File: config.mk
export PLATFORM = sky130hd
export DESIGN_NAME = pipe_hazard_ctrl_flat
export DESIGN_NICKNAME = d
export VERILOG_FILES = /design/src/rtl/pipe_hazard_ctrl_if.sv /design/src/rtl/pipe_hazard_ctrl.sv /design/src/flat_wrapper.sv
export SDC_FILE = /design/constraint.sdc
export NUM_CORES = 1
export LEC_CHECK = 0
export ABC_AREA = 1
export CAP_MARGIN = 40
export CORE_ASPECT_RATIO = 0.5
export CORE_UTILIZATION = 35
export DETAILED_ROUTE_END_ITERATION = 12
export PLACE_DENSITY = 0.65
export SLEW_MARGIN = 20
export SYNTH_ARGS = -nofsm -noshare
export SYNTH_HDL_FRONTEND = slang
export SYNTH_SLANG_ARGS = --single-unit
File: constraint.sdc
create_clock -name clk -period 2.5 [get_ports clk]
set_clock_uncertainty 0.1 [all_clocks]
set_input_delay 0.75 -clock clk [delete_from_list [all_inputs] [get_ports clk]]
set_output_delay 0.75 -clock clk [all_outputs]
set_load 0.03 [all_outputs]
File: src/rtl/pipe_hazard_ctrl_if.sv
// Hazard controller port bundle: register indices/stall sources in, pipeline enables/flushes/forward selects out.
// master = pipeline datapath side, slave = hazard controller side.
interface pipe_hazard_ctrl_if #(
  parameter int CNT_W = 16
);
  logic [4:0]       id_rs1;
  logic [4:0]       id_rs2;
  logic             id_use_rs1;
  logic             id_use_rs2;
  logic [4:0]       ex_rs1;
  logic [4:0]       ex_rs2;
  logic [4:0]       ex_rd;
  logic             ex_memread;
  logic [4:0]       mem_rd;
  logic [4:0]       wb_rd;
  logic             mem_regwrite;
  logic             wb_regwrite;
  logic             branch_taken;
  logic             mem_req;
  logic             mem_ready;
  logic             pc_en;
  logic             ifid_en;
  logic             ifid_flush;
  logic             idex_en;
  logic             idex_flush;
  logic [1:0]       fwd_a;
  logic [1:0]       fwd_b;
  logic [1:0]       state;
  logic             mem_timeout;
  logic [CNT_W-1:0] stall_cycles;

  modport master (
    output id_rs1, id_rs2, id_use_rs1, id_use_rs2, ex_rs1, ex_rs2, ex_rd, ex_memread,
           mem_rd, wb_rd, mem_regwrite, wb_regwrite, branch_taken, mem_req, mem_ready,
    input  pc_en, ifid_en, ifid_flush, idex_en, idex_flush, fwd_a, fwd_b, state,
           mem_timeout, stall_cycles
  );

  modport slave (
    input  id_rs1, id_rs2, id_use_rs1, id_use_rs2, ex_rs1, ex_rs2, ex_rd, ex_memread,
           mem_rd, wb_rd, mem_regwrite, wb_regwrite, branch_taken, mem_req, mem_ready,
    output pc_en, ifid_en, ifid_flush, idex_en, idex_flush, fwd_a, fwd_b, state,
           mem_timeout, stall_cycles
  );
endinterface

File: src/rtl/pipe_hazard_ctrl.sv
// 5-stage pipeline sequencer: load-use bubbles, branch squash, data-memory wait with timeout, EX forwarding.
// Control outputs are combinational from state/inputs (0 cycles); a pending memory access freezes PC/IF/ID/EX.
module pipe_hazard_ctrl #(
  parameter int BR_BUBBLES  = 1,
  parameter int MEM_TIMEOUT = 255,
  parameter int CNT_W       = 16
) (
  input logic               clk,
  input logic               rst_n,
  pipe_hazard_ctrl_if.slave hz
);

  typedef enum logic [1:0] {
    RUN      = 2'b00,
    MEM_WAIT = 2'b10,
    FLUSH    = 2'b11
  } state_t;

  localparam logic [3:0]  BR_INIT = 4'(BR_BUBBLES - 1);
  localparam logic [15:0] TMO     = 16'(MEM_TIMEOUT);

  state_t           state_q, state_d;
  logic [3:0]       flush_q, flush_d;
  logic [15:0]      wait_q, wait_d;
  logic             tmo_q, tmo_set;
  logic [CNT_W-1:0] stall_q;

  logic pc_en, ifid_en, ifid_flush, idex_en, idex_flush;
  logic [1:0] fwd_a, fwd_b;
  logic memstall, loaduse, run_eval;

  function automatic logic [1:0] fwd_sel(input logic [4:0] rs,
                                         input logic mrw, input logic [4:0] mrd,
                                         input logic wrw, input logic [4:0] wrd);
    if (mrw && mrd != 5'd0 && mrd == rs)      fwd_sel = 2'b10;
    else if (wrw && wrd != 5'd0 && wrd == rs) fwd_sel = 2'b01;
    else                                      fwd_sel = 2'b00;
  endfunction

  assign memstall = hz.mem_req & ~hz.mem_ready;
  assign loaduse  = hz.ex_memread & (hz.ex_rd != 5'd0) &
                    ((hz.id_use_rs1 & (hz.ex_rd == hz.id_rs1)) |
                     (hz.id_use_rs2 & (hz.ex_rd == hz.id_rs2)));

  always_comb begin
    pc_en      = 1'b1;
    ifid_en    = 1'b1;
    ifid_flush = 1'b0;
    idex_en    = 1'b1;
    idex_flush = 1'b0;
    fwd_a      = 2'b00;
    fwd_b      = 2'b00;
    state_d    = state_q;
    flush_d    = flush_q;
    wait_d     = wait_q;
    tmo_set    = 1'b0;
    run_eval   = 1'b0;

    // Outputs are pinned to their idle values while reset is asserted.
    if (rst_n) begin
      fwd_a = fwd_sel(hz.ex_rs1, hz.mem_regwrite, hz.mem_rd, hz.wb_regwrite, hz.wb_rd);
      fwd_b = fwd_sel(hz.ex_rs2, hz.mem_regwrite, hz.mem_rd, hz.wb_regwrite, hz.wb_rd);

      case (state_q)
        MEM_WAIT: begin
          if (memstall) begin
            if (wait_q >= TMO) begin
              tmo_set = 1'b1;
              state_d = RUN;
            end else begin
              pc_en   = 1'b0;
              ifid_en = 1'b0;
              idex_en = 1'b0;
              wait_d  = wait_q + 16'd1;
            end
          end else begin
            run_eval = 1'b1;
          end
        end
        FLUSH: begin
          if (memstall) begin
            pc_en   = 1'b0;
            ifid_en = 1'b0;
            idex_en = 1'b0;
          end else begin
            ifid_flush = 1'b1;
            flush_d    = flush_q - 4'd1;
            if (flush_q <= 4'd1) state_d = RUN;
          end
        end
        default: begin
          if (memstall) begin
            pc_en   = 1'b0;
            ifid_en = 1'b0;
            idex_en = 1'b0;
            state_d = MEM_WAIT;
            wait_d  = 16'd1;
          end else begin
            run_eval = 1'b1;
          end
        end
      endcase

      // A completed memory access resolves branches/load-use in the same cycle.
      if (run_eval) begin
        state_d = RUN;
        if (hz.branch_taken) begin
          ifid_flush = 1'b1;
          idex_flush = 1'b1;
          if (BR_BUBBLES > 1) begin
            state_d = FLUSH;
            flush_d = BR_INIT;
          end
        end else if (loaduse) begin
          pc_en      = 1'b0;
          ifid_en    = 1'b0;
          idex_flush = 1'b1;
        end
      end
    end
  end

  always_ff @(posedge clk or negedge rst_n) begin
    if (!rst_n) begin
      state_q <= RUN;
      flush_q <= 4'd0;
      wait_q  <= 16'd0;
      tmo_q   <= 1'b0;
      stall_q <= '0;
    end else begin
      state_q <= state_d;
      flush_q <= flush_d;
      wait_q  <= wait_d;
      if (tmo_set) tmo_q <= 1'b1;
      if (!pc_en && stall_q != '1) stall_q <= stall_q + CNT_W'(1);
    end
  end

  assign hz.pc_en        = pc_en;
  assign hz.ifid_en      = ifid_en;
  assign hz.ifid_flush   = ifid_flush;
  assign hz.idex_en      = idex_en;
  assign hz.idex_flush   = idex_flush;
  assign hz.fwd_a        = fwd_a;
  assign hz.fwd_b        = fwd_b;
  assign hz.state        = state_q;
  assign hz.mem_timeout  = tmo_q;
  assign hz.stall_cycles = stall_q;

endmodule

File: src/flat_wrapper.sv
// flat-port wrapper written by rule: the top's interface ports become plain ports
module pipe_hazard_ctrl_flat 
#(
  parameter int BR_BUBBLES  = 1,
  parameter int MEM_TIMEOUT = 255,
  parameter int CNT_W       = 16
)
  (clk, rst_n, hz_id_rs1, hz_id_rs2, hz_id_use_rs1, hz_id_use_rs2, hz_ex_rs1, hz_ex_rs2, hz_ex_rd, hz_ex_memread, hz_mem_rd, hz_wb_rd, hz_mem_regwrite, hz_wb_regwrite, hz_branch_taken, hz_mem_req, hz_mem_ready, hz_pc_en, hz_ifid_en, hz_ifid_flush, hz_idex_en, hz_idex_flush, hz_fwd_a, hz_fwd_b, hz_state, hz_mem_timeout, hz_stall_cycles);
  pipe_hazard_ctrl_if #(.CNT_W(CNT_W)) hz_i ();
  input logic clk;
  input logic rst_n;
  input wire logic [$bits(hz_i.id_rs1)-1:0] hz_id_rs1;
  input wire logic [$bits(hz_i.id_rs2)-1:0] hz_id_rs2;
  input wire logic [$bits(hz_i.id_use_rs1)-1:0] hz_id_use_rs1;
  input wire logic [$bits(hz_i.id_use_rs2)-1:0] hz_id_use_rs2;
  input wire logic [$bits(hz_i.ex_rs1)-1:0] hz_ex_rs1;
  input wire logic [$bits(hz_i.ex_rs2)-1:0] hz_ex_rs2;
  input wire logic [$bits(hz_i.ex_rd)-1:0] hz_ex_rd;
  input wire logic [$bits(hz_i.ex_memread)-1:0] hz_ex_memread;
  input wire logic [$bits(hz_i.mem_rd)-1:0] hz_mem_rd;
  input wire logic [$bits(hz_i.wb_rd)-1:0] hz_wb_rd;
  input wire logic [$bits(hz_i.mem_regwrite)-1:0] hz_mem_regwrite;
  input wire logic [$bits(hz_i.wb_regwrite)-1:0] hz_wb_regwrite;
  input wire logic [$bits(hz_i.branch_taken)-1:0] hz_branch_taken;
  input wire logic [$bits(hz_i.mem_req)-1:0] hz_mem_req;
  input wire logic [$bits(hz_i.mem_ready)-1:0] hz_mem_ready;
  output wire logic [$bits(hz_i.pc_en)-1:0] hz_pc_en;
  output wire logic [$bits(hz_i.ifid_en)-1:0] hz_ifid_en;
  output wire logic [$bits(hz_i.ifid_flush)-1:0] hz_ifid_flush;
  output wire logic [$bits(hz_i.idex_en)-1:0] hz_idex_en;
  output wire logic [$bits(hz_i.idex_flush)-1:0] hz_idex_flush;
  output wire logic [$bits(hz_i.fwd_a)-1:0] hz_fwd_a;
  output wire logic [$bits(hz_i.fwd_b)-1:0] hz_fwd_b;
  output wire logic [$bits(hz_i.state)-1:0] hz_state;
  output wire logic [$bits(hz_i.mem_timeout)-1:0] hz_mem_timeout;
  output wire logic [$bits(hz_i.stall_cycles)-1:0] hz_stall_cycles;
  assign hz_i.id_rs1 = hz_id_rs1;
  assign hz_i.id_rs2 = hz_id_rs2;
  assign hz_i.id_use_rs1 = hz_id_use_rs1;
  assign hz_i.id_use_rs2 = hz_id_use_rs2;
  assign hz_i.ex_rs1 = hz_ex_rs1;
  assign hz_i.ex_rs2 = hz_ex_rs2;
  assign hz_i.ex_rd = hz_ex_rd;
  assign hz_i.ex_memread = hz_ex_memread;
  assign hz_i.mem_rd = hz_mem_rd;
  assign hz_i.wb_rd = hz_wb_rd;
  assign hz_i.mem_regwrite = hz_mem_regwrite;
  assign hz_i.wb_regwrite = hz_wb_regwrite;
  assign hz_i.branch_taken = hz_branch_taken;
  assign hz_i.mem_req = hz_mem_req;
  assign hz_i.mem_ready = hz_mem_ready;
  assign hz_pc_en = hz_i.pc_en;
  assign hz_ifid_en = hz_i.ifid_en;
  assign hz_ifid_flush = hz_i.ifid_flush;
  assign hz_idex_en = hz_i.idex_en;
  assign hz_idex_flush = hz_i.idex_flush;
  assign hz_fwd_a = hz_i.fwd_a;
  assign hz_fwd_b = hz_i.fwd_b;
  assign hz_state = hz_i.state;
  assign hz_mem_timeout = hz_i.mem_timeout;
  assign hz_stall_cycles = hz_i.stall_cycles;
  pipe_hazard_ctrl #(.BR_BUBBLES(BR_BUBBLES), .MEM_TIMEOUT(MEM_TIMEOUT), .CNT_W(CNT_W)) u_core (.clk(clk), .rst_n(rst_n), .hz(hz_i));
endmodule
==> results by group <==
Worst setup path
  • Startpoint types: input pin
  • Worst path bufs/invs: 2
  • Critical path arrival: 1.79 ns
  • CP delay by family, top: simple AND/OR/NAND/NOR gates
  • Crit end category: output pin
  • Crit Path Class: in -> out
  • Critical-path cell list: clkdlybuf4s15_1, xor2_1, nor4_2, nand4_1, nor2_4, buf_6
  • Worst path max stage delay: about 0.23 ns
  • WP data required: 1.65 ns
  • R2r worst-path depth: 9
  • Critical Path Slowest Stage Cell: clkdlybuf4s15_1
  • Launch point of the worst reg-to-reg path: u_core.hz.stall_cycles[0]
  • Worst-path fanout max: 2
  • Internal reg-to-reg setup slack: 0.53 ns
  • RR Endpoint: u_core.hz.stall_cycles[7]

Clock tree
  • Clk slew on worst S/H paths: around 0.060 ns
  • CTS Hold Buffers Added: 0
  • H-tree depth: 2
  • Maximum root-to-sink buffer count: 2
  • Clock buffer count from CTS: 5
  • CTS Root Cell: clkbuf_16
  • TritonCTS clock tree: yes
  • Clock sinks: 34
  • Clk Latency, worst-skew pair: 0.28 ns

Synth
  • Syn nets: 378
  • Largest family of logic cells by synthesized area: simple AND/OR/NAND/NOR gates
  • Adder-Cell Fraction of Synth Area: 0.0107
  • Synth Area in Simple Gates: 0.346
  • Yosys top cell area share: 0.362
  • Avg Inst Size Synth: 7.09 um2
  • Register area share after synthesis: 0.362
  • Mux contribution to synthesized area: 0
  • Total number of yosys warnings: 0
  • Complex-gate fraction of the synthesized area: 0.0570
  • Synth area leader: dfrtp_1
  • Syn Std Cell Area: between 2000 and 2500 um2
  • XOR/XNOR Fraction of Synth Area: 0.131
  • Post-synthesis cell type count: 33
  • Gate Count Post-Synth: 331
  • Synth Register Bits: 34
  • Synth area leaders: dfrtp_1 36%, nand2_1 15%, nor2_1 6.9%

STA
  • Final setup fails: 6
  • RSZ-0062 raised after global routing: yes
  • Fmax: 379 MHz
  • Final Critical Period: 2.64 ns
  • Period utilisation layout: 1.05
  • Final setup margin: -0.137 ns
  • Hold WS: 0.387 ns
  • Final hold vios: 0
  • Slew Viols, Final: 0

Power
  • Leak: 0.00183 uW
  • Pwr/cell area: 526 nW/um2
  • Max VDD drop: 330 uV

Min path
  • Hold Path Depth: 1
  • Hold Startpoint: u_core.hz.mem_timeout
  • HP Class: reg -> reg
  • Hold EP: u_core.hz.mem_timeout

Place
  • PortBufs: 71
  • Placed cell area: 3410 um2
  • Pre-CTS setup slack: -1.07 ns
  • Gpl congestion: 0.920
  • DP Wirelength: 4780 um

Global routing
  • Vias in the first global route: 2430
  • Grt met3 use: 0.0372
  • Met1 GRT Util: 0.237
  • Met2 Use GR: 0.348
  • Largest net degree at the start of global routing: 21
  • GRT busiest layer: met2
  • First-pass GRT wire length: around 11000 um
  • Antenna violations before repair: 0
  • Gr ovfl total: 0
  • All-Layer GR Usage: 0.190

Layout
  • Number of diodes: 0
  • Nets: 490
  • Final Cell Area: 3770 um2
  • Fin util: 0.602
  • Area Growth Syn to Fin: 60.6%
  • Share of layout cells above drive strength 1: 0.356

Floorplan
  • Initial Utilization: 0.375
  • Core ar.: 6260 um2
  • Area of the die: slightly above 7000 um2
  • Ports: 73
  • Horiz. Die Dim: 118 um
  • Row count: 20
  • Die Span Y: between 50 and 60 um

Drt
  • Post-DR wirelength/cell: 11.9 um
  • Vias: 2442
  • Drt total wl: approximately 6400 um
  • Number of routed nets with antenna violations: 0
  • 1st-iter DRT viols: ~80
  • Post-route DRC: 0
  • DR pass1 iterations: 4
  • Vias/cell: ~4.6

Status
  • Failing checks: setup timing
  • Run status: finished, violations left

Run
  • Max-Cap Viols: 0
[through the flow]
step / TNS (ns) / total power [uW] / instances
final: -0.524 / 1980 / 532
after CTS: -0.852 / 1970 / 531
after detailed placement: -9.96 / 1150 / 515
after floorplan: -0.538 / 898 / 331
after global placement: -9.13 / 1140 / 515
after global routing: -1.05 / 2060 / 532
[worst max-delay path by stage]
stage	startpoint	endpoint	cells after the start
2_1_floorplan	hz_ex_rs2[1]	hz_fwd_b[1]	3
3_3_place_gp	hz_ex_rd[2]	hz_pc_en	11
3_5_place_dp	hz_ex_rd[2]	hz_pc_en	11
4_1_cts	hz_mem_rd[4]	hz_fwd_a[0]	8
5_1_grt	hz_mem_rd[3]	hz_fwd_a[0]	8
6_report	hz_ex_rs1[1]	hz_fwd_a[0]	6
[layout by cell type (no fill, tap or decap), types with 2 or more instances in the layout]
cell type,Yosys,routed
ha_1,2,2
clkbuf_2,0,10
xor2_1,17,17
nor2_2,1,7
clkdlybuf4s50_1,0,18
buf_8,0,2
nor2_4,1,5
dlygate4sd2_1,0,4
dfrtp_1,34,34
buf_6,1,22
o21ai_1,2,4
bufinv_16,0,2
clkbuf_16,0,5
nand4_1,6,6
nand2_1,95,82
nand3_1,28,25
nand3_2,1,4
inv_2,4,16
nand2_4,2,3
inv_8,0,3
xnor2_1,18,16
inv_1,42,25
nor3_1,3,3
o21ai_0,4,2
a21oi_2,0,2
nor4_2,0,2
buf_4,2,41
xnor2_2,0,2
clkdlybuf4s15_1,0,3
nor2_1,43,33
buf_2,3,8
o31ai_1,6,6
nand2_2,1,13
[Yosys cell counts, drive strengths merged]
master / instances
nand2: 98
inv: 46
nor2: 45
dfrtp: 34
nand3: 30
xnor2: 18
xor2: 17
o21ai: 7
buf: 6
nand4: 6
o31ai: 6
a21oi: 4
nor3: 4
ha: 2
nor4: 2
conb: 1
o21a: 1
o21bai: 1
o22ai: 1
o41ai: 1
or2: 1
[report_power, final]
part           total [uW]  switching [uW]  internal [uW]  leakage [uW]
combinational         525             280            245       0.00127
clock                 811             238            573     0.0000940
sequential            646            51.5            594      0.000463
total                1980             570           1410       0.00183
[flip-flops by register name, summed over array words and instances (netlist names)]
register and count:
u_core.wait_q 16, u_core.hz.stall_cycles 16, u_core.hz.state 1, u_core.hz.mem_timeout 1
[what timing repair did]
action / 4_1_cts / 5_1_grt
endpoints found under the hold margin: 0 / 0
resized for setup: 183 / 58
setup buffers: 8 / 1
pin swaps: 39 / 38
gates cloned: 0 / 0
setup endpoints to repair: 10 / 9
[metal layers]
| layer | routed length [um] | vias up |
|---|---|---|
| met5 | 0 | - |
| met4 | 45 | 0 |
| met1 | 2960 | 1124 |
| li1 | - | 1262 |
| met2 | 3120 | 52 |
| met3 | 229 | 4 |
[layout make-up]
cell class	count	area [um2]
flip-flops and latches	34	851
repair buffers	111	965
fillers	592	2490
clock inverters	3	68.8
inverters	46	201
clock buffers	5	125
well taps	88	110
multi-input cells	245	1450
[cell families after synthesis]
| family | count (synthesis) |
|---|---|
| xor+xnor | 35 |
| compound gates | 21 |
| fa+ha+maj | 2 |
| buf+inv | 52 |
| other cells | 1 |
| flops | 34 |
| simple gates | 186 |
Power figures use the tool's default switching activity.
